**src/rtl/lfsr_encrypt.sv**
```systemverilog
// Stream encrypter: writes a '_' preamble followed by message bytes to mem[64..127].
// Each byte's low six bits are XORed with a 6-bit Fibonacci LFSR keystream.
module lfsr_encrypt (
  input  logic       clk,
  input  logic       init_n,
  input  logic       start,
  input  logic [2:0] tap_sel,
  input  logic [5:0] seed,
  input  logic [3:0] pre_len,
  output logic [7:0] raddr,
  input  logic [7:0] data_out,
  output logic [7:0] waddr,
  output logic [7:0] data_in,
  output logic       wr_en,
  output logic       busy,
  output logic       done,
  output logic       err
);

  typedef enum logic [1:0] {
    S_IDLE = 2'd0,
    S_RUN  = 2'd1,
    S_DONE = 2'd2
  } state_t;

  localparam logic [7:0] PREAMBLE_BYTE = 8'h5F;
  localparam logic [7:0] OUT_BASE      = 8'd64;
  localparam logic [6:0] LAST_K        = 7'd63;

  state_t     r_state;
  state_t     w_state_next;
  logic [6:0] r_k;
  logic [5:0] r_lfsr;
  logic [5:0] r_taps;
  logic [3:0] r_pre_len;
  logic       r_err;

  logic [5:0] w_tap_lut;
  logic       w_legal;
  logic       w_accept;
  logic       w_reject;
  logic       w_in_preamble;
  logic [7:0] w_plain;
  logic [5:0] w_lfsr_next;

  always_comb begin
    w_tap_lut = 6'h21;
    case (tap_sel)
      3'd0:    w_tap_lut = 6'h21;
      3'd1:    w_tap_lut = 6'h2D;
      3'd2:    w_tap_lut = 6'h30;
      3'd3:    w_tap_lut = 6'h33;
      3'd4:    w_tap_lut = 6'h36;
      3'd5:    w_tap_lut = 6'h39;
      default: w_tap_lut = 6'h21;
    endcase
  end

  assign w_legal     = (tap_sel < 3'd6) && (seed != 6'd0) &&
                       (pre_len >= 4'd7) && (pre_len <= 4'd12);
  assign w_lfsr_next = {r_lfsr[4:0], ^(r_lfsr & r_taps)};

  // Next state and all outputs; start is only looked at in IDLE and DONE.
  always_comb begin
    // NOTE: every always_comb output gets a default first so no path can infer a latch.
    w_state_next  = r_state;
    w_accept      = 1'b0;
    w_reject      = 1'b0;
    w_in_preamble = ({3'b000, r_pre_len} > r_k);
    w_plain       = w_in_preamble ? PREAMBLE_BYTE : data_out;
    raddr         = {1'b0, r_k} - {4'b0000, r_pre_len};
    waddr         = OUT_BASE + {1'b0, r_k};
    data_in       = w_plain ^ {2'b00, r_lfsr};
    wr_en         = 1'b0;
    busy          = 1'b0;
    done          = 1'b0;
    err           = r_err;
    case (r_state)
      S_IDLE, S_DONE: begin
        done     = (r_state == S_DONE);
        w_accept = start && w_legal;
        w_reject = start && !w_legal;
        if (w_accept) w_state_next = S_RUN;
      end
      S_RUN: begin
        busy = 1'b1;
        // NOTE: reset is synchronous, so wr_en is gated by init_n to keep the aborting edge from writing.
        wr_en = init_n;
        if (r_k == LAST_K) w_state_next = S_DONE;
      end
      default: w_state_next = S_IDLE;
    endcase
  end

  always_ff @(posedge clk) begin
    // NOTE: sequential state uses non-blocking assignments so all registers update from pre-edge values.
    if (!init_n) begin
      r_state   <= S_IDLE;
      r_k       <= 7'd0;
      r_lfsr    <= 6'd0;
      r_taps    <= 6'd0;
      r_pre_len <= 4'd0;
      r_err     <= 1'b0;
    end else begin
      r_state <= w_state_next;
      if (w_accept) begin
        r_taps    <= w_tap_lut;
        r_lfsr    <= seed;
        r_pre_len <= pre_len;
        r_k       <= 7'd0;
        r_err     <= 1'b0;
      end else if (w_reject) begin
        r_err <= 1'b1;
      end else if (r_state == S_RUN) begin
        r_lfsr <= w_lfsr_next;
        r_k    <= r_k + 7'd1;
      end
    end
  end

endmodule
```
**config.mk**
```make
export PLATFORM = sky130hd
export DESIGN_NAME = lfsr_encrypt
export DESIGN_NICKNAME = d
export VERILOG_FILES = /design/src/rtl/lfsr_encrypt.sv
export SDC_FILE = /design/constraint.sdc
export NUM_CORES = 1
export LEC_CHECK = 0
export BUFFER_PORTS_ARGS = -buffer_cell sky130_fd_sc_hd__buf_2
export CAP_MARGIN = 25
export CORE_ASPECT_RATIO = 1.75
export CORE_UTILIZATION = 53
export DETAILED_ROUTE_END_ITERATION = 12
export GPL_TIMING_DRIVEN = 0
export PLACE_DENSITY = 0.81
export SLEW_MARGIN = 20
export SYNTH_ARGS = -nofsm -noshare
export SYNTH_HDL_FRONTEND = slang
export SYNTH_SLANG_ARGS = --single-unit
```
**constraint.sdc**
```tcl
create_clock -name clk -period 3.5 [get_ports clk]
set_input_delay 0.175 -clock clk [delete_from_list [all_inputs] [get_ports clk]]
set_output_delay 0.175 -clock clk [all_outputs]
set_load 0.05 [all_outputs]
```
==> impl_metrics.env <==
export IMPL_status="finished, final reports clean"
export IMPL_worst_slack_ns=0.766
export IMPL_tns_ns=0
export IMPL_fin_crit_sh_pct=78.1
export IMPL_fin_cells=281
export IMPL_chipWidth_um=42.6
export IMPL_syn_nets=229
export IMPL_post_cts_buffers=0
export IMPL_placed_area_um2=1820
export IMPL_cts_buffers_inserted=3
export IMPL_fin_nets=285
export IMPL_drv_slew=0
export IMPL_cts_resized=0
export IMPL_io_pins=52
export IMPL_hold_end="r_taps[5]"
export IMPL_clock_latency_ns=0.27
export IMPL_holdWs_ns=0.142
export IMPL_final_cell_mix="51 x buf_2, 37 x nand2_1, 26 x dfxtp_1, 24 x nor2_1, 16 x xnor2_1"
export IMPL_synth_seq_cells=26
export IMPL_setup_worst_path_start_class="register"
export IMPL_antenna_found_initial=0
export IMPL_final_area_um2=1870
export IMPL_drive_above_1_share_pct=24.0
export IMPL_p_per_area_nw_per_um2=402
export IMPL_synth_seq_area_share_pct=34.0
export IMPL_synth_enable_flop_cells=0
export IMPL_worst_slew_pin_slew_ns=0.457
export IMPL_crit_path_max_fanout=7
export IMPL_synth_cell_types=37
export IMPL_cts_sinks=26
export IMPL_holdPathStages=2
export IMPL_min_from="init_n"
export IMPL_post_route_min_period_ns=2.73
export IMPL_max_freq_mhz=366
export IMPL_setup_violations=0
export IMPL_grt_pass1_wl_um=5880
export IMPL_cts_tree="done"
export IMPL_r2r_start="r_state[0]"
export IMPL_mostFrequentLayoutCell="buf_2"
export IMPL_first_iter_violations=42
export IMPL_required_ns=3.32
export IMPL_vias_per_cell=5.36
export IMPL_worstPathArrival_ns=2.56
export IMPL_end_kind="primary output"
export IMPL_start_util_pct=56.2
export IMPL_design_die_area_um2=3110
export IMPL_max_slew_margin_rel_pct=69.5
export IMPL_rsz0062_at_grt="no"
export IMPL_coreArea_um2=2720
export IMPL_rrSetupSlack_ns=1.83
export IMPL_overflow=0
export IMPL_dp_hpwl_um=2870
export IMPL_drt_total_wl_um=3520
export IMPL_vdd_ir_drop_max_v=0.000274
export IMPL_row_count=25
export IMPL_synth_area_um2=1530
export IMPL_die_height_um=73.1
export IMPL_crit_type="register to primary output"
export IMPL_fin_skew_ns=0.00427
export IMPL_min_path_type="input pin to register"
export IMPL_antennaDiodeCount=0
export IMPL_routedWlPerCell_um=12.5
export IMPL_drtAntennaViolNets=0
export IMPL_areaGrowthSynthToFinish_pct=22.5
export IMPL_cts_root_buf="clkbuf_8"
export IMPL_leakage_nw=0.815
export IMPL_synth_area_per_cell_um2=7.69
export IMPL_io_buffers=51
export IMPL_reg2reg_depth=6
export IMPL_grt_pass1_vias=1395
export IMPL_first_pass_iters=4
export IMPL_r2r_end="r_lfsr[4]"
export IMPL_placedCellCount=277
export IMPL_syn_instance_count=199
export IMPL_clk_pin_slew_ns=0.09
export IMPL_gp_congestion=0.859
export IMPL_yosys_warnings=0
export IMPL_hold_viol_final=0
export IMPL_cap_violations=0
export IMPL_grt_start_max_net_pins=15
export IMPL_drc_errors=0
export IMPL_cts_hold_buf=0
export IMPL_synth_main_ff_cell="dfxtp_1"
export IMPL_clk_path_buf_depth=2
export IMPL_cts_htree_levels=1
export IMPL_synthArstFlopShare_pct=0
export IMPL_fillers=252
export IMPL_dpl_worst_slack_ns=1.07
export IMPL_vias=1506
export IMPL_gr_usage_all_layers_pct=24.4
==> through the flow <==
stage / utilization [%] / power [mW]
2_1_floorplan: - / 0.504
3_3_place_gp: 66.9 / 0.562
3_5_place_dp: 66.9 / 0.566
4_1_cts: 68.9 / 0.756
5_1_grt: 68.9 / 0.785
6_report: 68.9 / 0.753
==> flip-flops by register name, summed over array words and instances, names as in the netlist <==
signal	cells
r_lfsr	6
err	1
r_taps	6
r_state	2
r_k	7
r_pre_len	4
==> power breakdown <==
group          internal, mW  switching [mW]
logic                0.0683           0.173
registers             0.307         0.00979
clock network         0.101          0.0946
total                 0.476           0.277
==> worst max path at each step <==
| stage | from | to | slack (ns) | cells after the start |
|---|---|---|---|---|
| global route | r_k[0] | data_in[1] | 0.57 | 10 |
| CTS | r_k[0] | data_in[2] | 0.75 | 10 |
| detailed placement | r_k[0] | data_in[2] | 1.07 | 10 |
| global placement | r_k[0] | data_in[1] | 1.12 | 10 |
| floorplan | r_k[0] | data_in[5] | 0.67 | 8 |
| finish | r_k[0] | data_in[3] | 0.77 | 10 |
==> cell families (layout without fill, tap and decap cells) <==
kind of cell / count (synthesis) / count (layout) / share of synthesized area (%)
buf+inv: 20 / 75 / 5.15
fa+ha+maj: 6 / 6 / 5.40
simple gates: 95 / 95 / 28.9
flops: 26 / 26 / 34.0
compound gates: 31 / 31 / 13.7
xor+xnor: 21 / 21 / 12.9
==> routing by layer <==
| metal | wire length [um] | track usage (%) | up-vias |
|---|---|---|---|
| met5 | 0 | 0 | - |
| met4 | 55 | 9.03 | 0 |
| met3 | 84 | 2.48 | 5 |
| met2 | 2010 | 45.8 | 35 |
| met1 | 1370 | 27.5 | 698 |
| li1 | - | - | 768 |
==> cell usage after synthesis, drive strengths merged (2+ instances only) <==
| cell type | count | area [um^2] |
|---|---|---|
| a211oi | 3 | 22.5 |
| a21oi | 11 | 55.1 |
| a31oi | 5 | 31.3 |
| and2 | 3 | 21.3 |
| and3 | 2 | 12.5 |
| clkbuf | 6 | 22.5 |
| dfxtp | 26 | 521 |
| ha | 5 | 62.6 |
| inv | 12 | 45.0 |
| nand2 | 38 | 145 |
| nand2b | 4 | 25.0 |
| nand3 | 6 | 30.0 |
| nand4 | 4 | 25.0 |
| nand4b | 2 | 17.5 |
| nor2 | 24 | 90.1 |
| nor2b | 5 | 31.3 |
| nor3 | 4 | 25.0 |
| o21a | 3 | 22.5 |
| o21ai | 4 | 20.0 |
| xnor2 | 16 | 140 |
| xor2 | 4 | 35.0 |
==> worst max-delay path, cell delays in order (launching register included) <==
cell	delay, ns
dfxtp_1	0.42
inv_1	0.09
ha_1	0.23
fa_1	0.41
nor2b_1	0.14
o21ai_1	0.10
and2_1	0.18
clkbuf_1	0.16
nor2_1	0.14
xnor2_1	0.12
buf_2	0.28
==> cell type report <==
class,instances,area [um^2],area share (%)
plain buffers,7,30.0,1.60
clock buffers,4,55.1,2.94
inverters,13,48.8,2.60
multi-input cells,153,931,49.7
flip-flops and latches,26,520,27.8
well taps,27,33.8,1.80
repair buffers,51,255,13.6
Note: power is estimated with default switching activity, not from simulation.
